**config.mk**
```make
export PLATFORM = sky130hd
export DESIGN_NAME = tt_pad_cfg_sequencer
export DESIGN_NICKNAME = d
export VERILOG_FILES = /design/src/rtl/tt_pad_cfg_sequencer.sv
export SDC_FILE = /design/constraint.sdc
export NUM_CORES = 1
export LEC_CHECK = 0
export ABC_AREA = 1
export CAP_MARGIN = 20
export CORE_ASPECT_RATIO = 0.7
export CORE_MARGIN = 4
export CORE_UTILIZATION = 40
export DETAILED_ROUTE_END_ITERATION = 8
export SLEW_MARGIN = 5
export SYNTH_ARGS = -nofsm -noshare
export SYNTH_HDL_FRONTEND = slang
export SYNTH_SLANG_ARGS = --single-unit
```
**constraint.sdc**
```tcl
create_clock -name clk -period 4.5 [get_ports clk]
set_input_delay 0.675 -clock clk [delete_from_list [all_inputs] [get_ports clk]]
set_output_delay 0.675 -clock clk [all_outputs]
set_load 0.01 [all_outputs]
```
**src/rtl/tt_pad_cfg_sequencer.sv**
```systemverilog
// tt_pad_cfg_sequencer: shadow/active control registers for the bidir user pads.
// A commit copies shadow to active one pad at a time with a stagger; safe_req forces all pads safe.
module tt_pad_cfg_sequencer #(
    parameter int NPADS   = 16,
    parameter int STAGGER = 4
) (
    input  logic             clk,
    input  logic             rst,
    input  logic             cfg_valid,
    output logic             cfg_ready,
    input  logic [3:0]       cfg_addr,
    input  logic [5:0]       cfg_data,
    input  logic             commit,
    input  logic             safe_req,
    output logic             busy,
    output logic             done,
    input  logic [NPADS-1:0] user_oe,
    output logic [NPADS-1:0] pad_oe,
    output logic [NPADS-1:0] pad_ie,
    output logic [NPADS-1:0] pad_sl,
    output logic [NPADS-1:0] pad_cs,
    output logic [NPADS-1:0] pad_pd,
    output logic [NPADS-1:0] pad_pu
);
    localparam logic [1:0] S_IDLE  = 2'd0;
    localparam logic [1:0] S_APPLY = 2'd1;
    localparam logic [1:0] S_WAIT  = 2'd2;
    localparam logic [1:0] S_DONE  = 2'd3;
    localparam logic [5:0] SAFE    = 6'b000010;
    localparam int         CW      = (STAGGER > 1) ? $clog2(STAGGER) : 1;

    logic [1:0]    state_q, state_d;
    logic [3:0]    idx_q, idx_d;
    logic [CW-1:0] cnt_q, cnt_d;
    logic [5:0]    shadow_q [NPADS];
    logic [5:0]    shadow_d [NPADS];
    logic [5:0]    active_q [NPADS];
    logic [5:0]    active_d [NPADS];
    logic [5:0]    sh_cur, ac_cur;
    logic          wr, chg, last;

    assign cfg_ready = (state_q == S_IDLE) && !safe_req;
    assign wr        = cfg_valid && cfg_ready;
    assign busy      = state_q != S_IDLE;
    assign done      = state_q == S_DONE;
    assign last      = idx_q == 4'(NPADS - 1);
    assign chg       = sh_cur != ac_cur;

    always_comb begin
        sh_cur = SAFE;
        ac_cur = SAFE;
        for (int i = 0; i < NPADS; i++) begin
            if (idx_q == 4'(i)) begin
                sh_cur = shadow_q[i];
                ac_cur = active_q[i];
            end
        end
    end

    always_comb begin
        state_d  = state_q;
        idx_d    = idx_q;
        cnt_d    = cnt_q;
        shadow_d = shadow_q;
        active_d = active_q;
        // out-of-range addresses match no pad, so the write is silently dropped
        for (int i = 0; i < NPADS; i++) begin
            if (wr && cfg_addr == 4'(i)) shadow_d[i] = cfg_data;
            if (state_q == S_APPLY && idx_q == 4'(i)) active_d[i] = shadow_q[i];
        end
        case (state_q)
            S_IDLE: if (commit) begin
                state_d = S_APPLY;
                idx_d   = 4'd0;
            end
            S_APPLY: begin
                if (last) state_d = S_DONE;
                else if (chg && STAGGER > 1) begin
                    state_d = S_WAIT;
                    cnt_d   = CW'(STAGGER - 1);
                end else idx_d = idx_q + 4'd1;
            end
            S_WAIT: begin
                if (cnt_q == CW'(1)) begin
                    state_d = S_APPLY;
                    idx_d   = idx_q + 4'd1;
                end else cnt_d = cnt_q - CW'(1);
            end
            default: state_d = S_IDLE;
        endcase
        if (safe_req) begin
            state_d = S_IDLE;
            for (int i = 0; i < NPADS; i++) active_d[i] = SAFE;
        end
    end

    always_ff @(posedge clk) begin
        if (rst) begin
            state_q <= S_IDLE;
            idx_q   <= '0;
            cnt_q   <= '0;
            for (int i = 0; i < NPADS; i++) begin
                shadow_q[i] <= SAFE;
                active_q[i] <= SAFE;
            end
        end else begin
            state_q  <= state_d;
            idx_q    <= idx_d;
            cnt_q    <= cnt_d;
            shadow_q <= shadow_d;
            active_q <= active_d;
        end
    end

    always_comb begin
        pad_oe = '0;
        pad_ie = '0;
        pad_sl = '0;
        pad_cs = '0;
        pad_pd = '0;
        pad_pu = '0;
        for (int i = 0; i < NPADS; i++) begin
            pad_oe[i] = user_oe[i] & active_q[i][5];
            pad_ie[i] = active_q[i][4];
            pad_sl[i] = active_q[i][3];
            pad_cs[i] = active_q[i][2];
            pad_pd[i] = active_q[i][1];
            pad_pu[i] = active_q[i][0];
        end
    end
endmodule

```
* Yosys cells after proc, flatten, opt, wreduce, memory -nomap -nowiden
Cells that the tools add are included.
Word-level totals: bits in registers 200, input port bits 31, output and inout bits 99, logic and storage cells 186
Cells by class: add/subtract/negate cells 2, equality and inequality tests 42, multiplexer cells 46, bitwise gates (word level) 16, reductions and logical operators 45
Operator list (count):
- $mux 6 | 32
- $eq 4x4->1 const B | 16
- $logic_and 1x1->1 | 34
- $eq 4x3->1 const B | 8
- $and 1x1->1 | 16
- $eq 4x2->1 const B | 4
- $mux 4 | 4
- $mux 2 | 7
- $ne 2x2->1 const B | 6
- $pmux 4 s3 | 1
- $eq 4x1->1 const B | 2
- $logic_not 4->1 | 2
- $ne 6x6->1 | 1
- $pmux 2 s3 | 1
- $reduce_and 5->1 | 1
- $add 4x1->4 const B | 1
- $eq 2x1->1 const B | 2
- $eq 2x2->1 const B | 2
- $pmux 2 s2 | 1
- $reduce_and 4->1 | 1
- $reduce_bool 2->1 | 2
- $ne 3x3->1 const B | 1
- $reduce_and 3->1 | 1
- $reduce_bool 3->1 | 1
- 4 further kinds | 4

* Depth between registers and ports, before layout
depth after elaboration 21, gate-level depth with buffers 31, depth with buffers taken out 30

* Worst setup path before layout
Ideal clock, no wire load.
kind register to register, start point reg idx_q[1], end point reg idx_q[1], library setup time 109 ps, arrival 2564 ps, required time 4391 ps, path slack 1827 ps, cell stages (with the launch flop) 29, buffers on the path 2, clock period less this slack 2673 ps, cell sequence dfxtp_1 > inv_1 > ha_1 > buf_2 > inv_1 > buf_4 > nand4_1 > nand3_1 > nand2_1 > nand3_1 > nand2_1 > nand3_1 > nand3_1 > nand3_1 > nand2_1 > nand3_1 > nand3_1 > nand3_1 > nand2_1 > nand3_1 > nand2_1 > nand2_1 > nand2_1 > nor2_1 > nand3_1 > nand2_2 > nand3_1 > nand2_1 > nor2_2
On the way: word-level cells in the longest chain between the ends 20, elaborated cells on any way between the ends 57, those cells by class add/sub (1); eq/ne (18); mux (36); reduce/logical (2)
RTL lines:
- start: declaration | RTL line 33 | logic [3:0] idx_q, idx_d;
- start signal: assignment | RTL line 108 | idx_q <= idx_d;
- $logic_not 4->1 | RTL line 53 | if (idx_q == 4'(i)) begin
- $mux 6 (16 in a row) | RTL line 53
- $ne 6x6->1 | RTL line 47 | assign chg = sh_cur != ac_cur;
- $ne 2x2->1 (no line)
- $reduce_and 5->1 (no line)
Parallel ways exist; a longest one is shown, timed or not. The select of a mux whose other input is x is not followed. A chain may end at the register's enable or synchronous reset.

* Worst setup path after layout
Same ends and word-level chain as after synthesis.

==> metrics.md <==
| Metric | Value |
|---|---|
| CP max-delay cell | `nor2_1` |
| Max-Slew Margin vs Limit | `around a quarter` |
| Antenna-violating nets left | `0` |
| Peak VDD IR | `~0.00028 V` |
| Vias in the first global route | `just over 9,000` |
| Clock Tree Root | `clkbuf_16` |
| Status | `complete, no violations` |
| Vias per cell | `5.20` |
| H-tree depth | `4` |
| Crit path top cell by count | `nand2_1` |
| Placer Congestion | `between 0.9 and 1` |
| Avg Cell Area, Syn | `6.57 um^2` |
| Post-route insts no fill | `1,959` |
| Max-cap viol count | `0` |
| Final Max Tran Viols | `0` |
| Total Wirelength | `between 30,000 and 40,000 um` |
| Number of diodes | `0` |
| CTS Sinks | `200` |
| Die height | `143 um` |
| Clock Latency Late Sink | `between 400 and 500 ps` |
| Min cycle time layout | `just over 4000 ps` |
| Tightest Hold Check Type | `flip-flop to flip-flop` |
| CTS tree | `done` |
| Worst setup EP type | `flip-flop` |
| Fin Hold WS | `roughly 480 ps` |
| Worst slew pin tran | `between 1000 and 1500 ps` |
| Antenna violations before repair | `0` |
| CP max stage delay | `between 400 and 500 ps` |
| Ratio of cells with drive above 1 in the final layout | `5.34%` |
| Post-route design area | `12,000 um^2` |
| Post-synthesis sequential area ratio | `a little under two fifths` |
| Cts bufs inserted | `17` |
| Post_cts resized | `0` |
| Starting Density | `about two fifths` |
| Tot GR Track Use | `a little under a quarter` |
| Syn-to-layout area delta | `14.7%` |
| Yosys reg bits | `200` |
| Post-DP HPWL | `~25,000 um` |
| Final Skew | `10.2 ps` |
| Total gr overflow | `0` |
| Crit path max fanout | `15` |
| Sequential share of power | `45.8%` |
| Synth warnings | `0` |
| Core area | `approximately 26,000 um^2` |
| Sw Ratio | `28.8%` |
| Final hold vios | `0` |
| Die X | `just over 200 um` |
| Pin count of the biggest net entering global routing | `46` |
| Layout Nets | `between 1,500 and 2,000` |
| Achievable Freq | `about 240 MHz` |
| RSZ-0062 raised after global routing | `false` |
| Placed Instances | `roughly 1,900` |
| CP Launch Type | `flip-flop` |
| Final setup viols | `0` |
| Synth Net Count | `approximately 1,600` |
| Final design utilization | `approximately 47%` |
| Critical path required time | `~4900 ps` |
| Worst path arrival time | `around 4500 ps` |
| Clock buffer depth | `2` |
| Clock power share | `40.2%` |
| Drt first pass iters | `6` |
| Setup TNS | `0 ps` |
| Tcrit/Tclk final | `92.4%` |
| Logic pwr share | `between 10% and 20%` |
| DRC | `0` |
| Die area | `around 29,000 um^2` |
| Post-CTS setup buffers | `0` |
| Post-Place Cell Area | `11,400 um^2` |
| Clock transition at path regs | `70 ps` |
| Mapped Area | `around 10,000 um^2` |
| Hold-fix buffers, CTS | `0` |
| Leak Pwr | `0.00519 uW` |
| Internal | `approximately 2800 uW` |
| Cells after Synth | `1,593` |
| IO buf count | `between 100 and 150` |
| First-pass GRT wire length | `about 52,000 um` |
| Initial DRC count | `between 1,000 and 1,500` |
| Ports | `130` |
| Synth cell types | `36` |
| PwrDens | `around 330 nW/um^2` |
| FP Rows | `49` |
| Vias | `around 10,000` |
| Drt wl/cell | `17.3 um` |
| Net Switching | `between 1000 and 1500 uW` |
| Filler instances | `between 2,000 and 3,000` |
| WS Path Type | `flip-flop to flip-flop` |
## cells by family (layout without fill, tap and decap cells)
family | count (synthesis) | count (layout) | share of synthesized area [%]
and+or+nand+nor | 830 | 830 | 33.4
buffers and inverters | 282 | 317 | 13.3
AOI/OAI and AO/OA | 267 | 267 | 13.4
DFF | 200 | 200 | 38.3
adders and majority gates | 10 | 10 | 1.20
xor gates and xnor gates | 4 | 4 | 0.335
## worst paths after layout
path / from / end / slack, ps / cells after the start
worst min-delay path: pad_ie[6]$_SDFFE_PP0P_ / pad_ie[6]$_SDFFE_PP0P_ / 480 / 2
worst min register to register: pad_ie[6]$_SDFFE_PP0P_ / pad_ie[6]$_SDFFE_PP0P_ / 480 / 2
worst max register to register: idx_q[1]$_SDFFE_PP0P_ / idx_q[1]$_SDFFE_PP0P_ / 340 / 28
worst max-delay path: idx_q[1]$_SDFFE_PP0P_ / idx_q[1]$_SDFFE_PP0P_ / 340 / 28
## critical path: cells and delay by family, from the launching register on
| kind | cells | cell delay, ps |
|---|---|---|
| adders and majority gates | 1 | 420 |
| buffers and inverters | 2 | 510 |
| DFF | 1 | 330 |
| and+or+nand+nor | 25 | 2810 |
## cell usage in the layout (no fill, tap or decap), types with 2 or more instances in the layout
cell	synthesis	routed
inv_6	0	3
nand3_1	116	116
or2_2	14	14
o211ai_1	20	20
clkinv_1	2	2
inv_1	134	133
dfxtp_1	200	200
a211oi_1	2	2
ha_1	10	10
or2_0	7	7
nor2_8	3	3
nand2_1	383	383
nor3_1	4	4
nor2_4	4	5
nand4_1	14	14
o21ai_1	6	6
clkdlybuf4s50_1	0	129
clkbuf_16	0	17
xor2_1	4	4
clkinv_4	0	2
nor2_2	3	3
o21ai_0	129	129
or2_1	5	5
nand3_2	2	2
a21oi_1	105	105
inv_2	11	12
nand2_2	6	6
bufinv_16	0	2
clkinvlp_4	0	4
buf_4	84	9
nand3b_1	4	4
nor2_1	264	263
## power groups by stage
stage / Clock (uW) / Sequential, uW / Combinational (uW)
floorplan: 0 / 1840 / 369
global placement: 0 / 1850 / 534
detailed placement: 0 / 1850 / 541
CTS: 1610 / 1810 / 543
global route: 1670 / 1810 / 609
finish: 1590 / 1810 / 553
## layer usage
| layer | global-route usage (%) | vias to the layer above | share of wire, % |
|---|---|---|---|
| met2 | 32.9 | 458 | 40 |
| li1 | - | 5061 | - |
| met3 | 4.02 | 32 | 8.6 |
| met5 | 0 | - | 0 |
| met4 | 4.42 | 0 | 1.1 |
| met1 | 36.4 | 4636 | 50 |
## flip-flops by register name, summed over array words and instances, names as in the netlist
name,count
active_q,16
cnt_q,2
idx_q,4
pad_cs,16
pad_ie,16
pad_pd,16
pad_pu,16
pad_sl,16
shadow_q,96
state_q,2
## synthesized netlist by cell type
| cell | number | area (um^2) |
|---|---|---|
| o21ai_1 | 6 | 30.0 |
| nor3_1 | 4 | 20.0 |
| o21bai_1 | 1 | 7.51 |
| nand3b_1 | 4 | 30.0 |
| a21oi_2 | 1 | 8.76 |
| a21boi_1 | 1 | 7.51 |
| inv_2 | 11 | 41.3 |
| xor2_1 | 4 | 35.0 |
| buf_6 | 1 | 11.3 |
| a21oi_1 | 105 | 526 |
| buf_4 | 84 | 631 |
| a21boi_0 | 1 | 7.51 |
| o211ai_1 | 20 | 150 |
| dfxtp_1 | 200 | 4000 |
| nand3_2 | 2 | 20.0 |
| nor2_1 | 264 | 991 |
| nand2_1 | 383 | 1440 |
| inv_1 | 134 | 503 |
| nand4_1 | 14 | 87.6 |
| buf_1 | 1 | 3.75 |
| or2_1 | 5 | 31.3 |
| nor3b_1 | 1 | 7.51 |
| clkbuf_1 | 39 | 146 |
| a211oi_1 | 2 | 15.0 |
| a31o_2 | 1 | 8.76 |
| nand2_2 | 6 | 37.5 |
| nor2_2 | 3 | 18.8 |
| clkinv_1 | 2 | 7.51 |
| buf_2 | 10 | 50.1 |
| nor2_8 | 3 | 60.1 |
| o21ai_0 | 129 | 646 |
| or2_2 | 14 | 87.6 |
| ha_1 | 10 | 125 |
| nor2_4 | 4 | 45.0 |
| nand3_1 | 116 | 581 |
| or2_0 | 7 | 43.8 |
## final cells by class
type                            count  area [um^2]  share of cell area, %
Multi-Input combinational cell   1111         5070                   42.3
Sequential cell                   200         4000                   33.4
Timing Repair Buffer              138         1360                   11.3
Inverter                          147          552                   4.60
Clock buffer                       19          443                   3.69
Tap cell                          331          414                   3.45
Clock inverter                     13          161                   1.34
## metrics by stage
stage | setup WS [ps] | power [uW]
floorplan | 1830 | 2210
global placement | 565 | 2380
detailed placement | 471 | 2390
CTS | 443 | 3950
global route | 63.4 | 4090
finish | 342 | 3950
No activity file was read; power rests on OpenSTA's default activity.
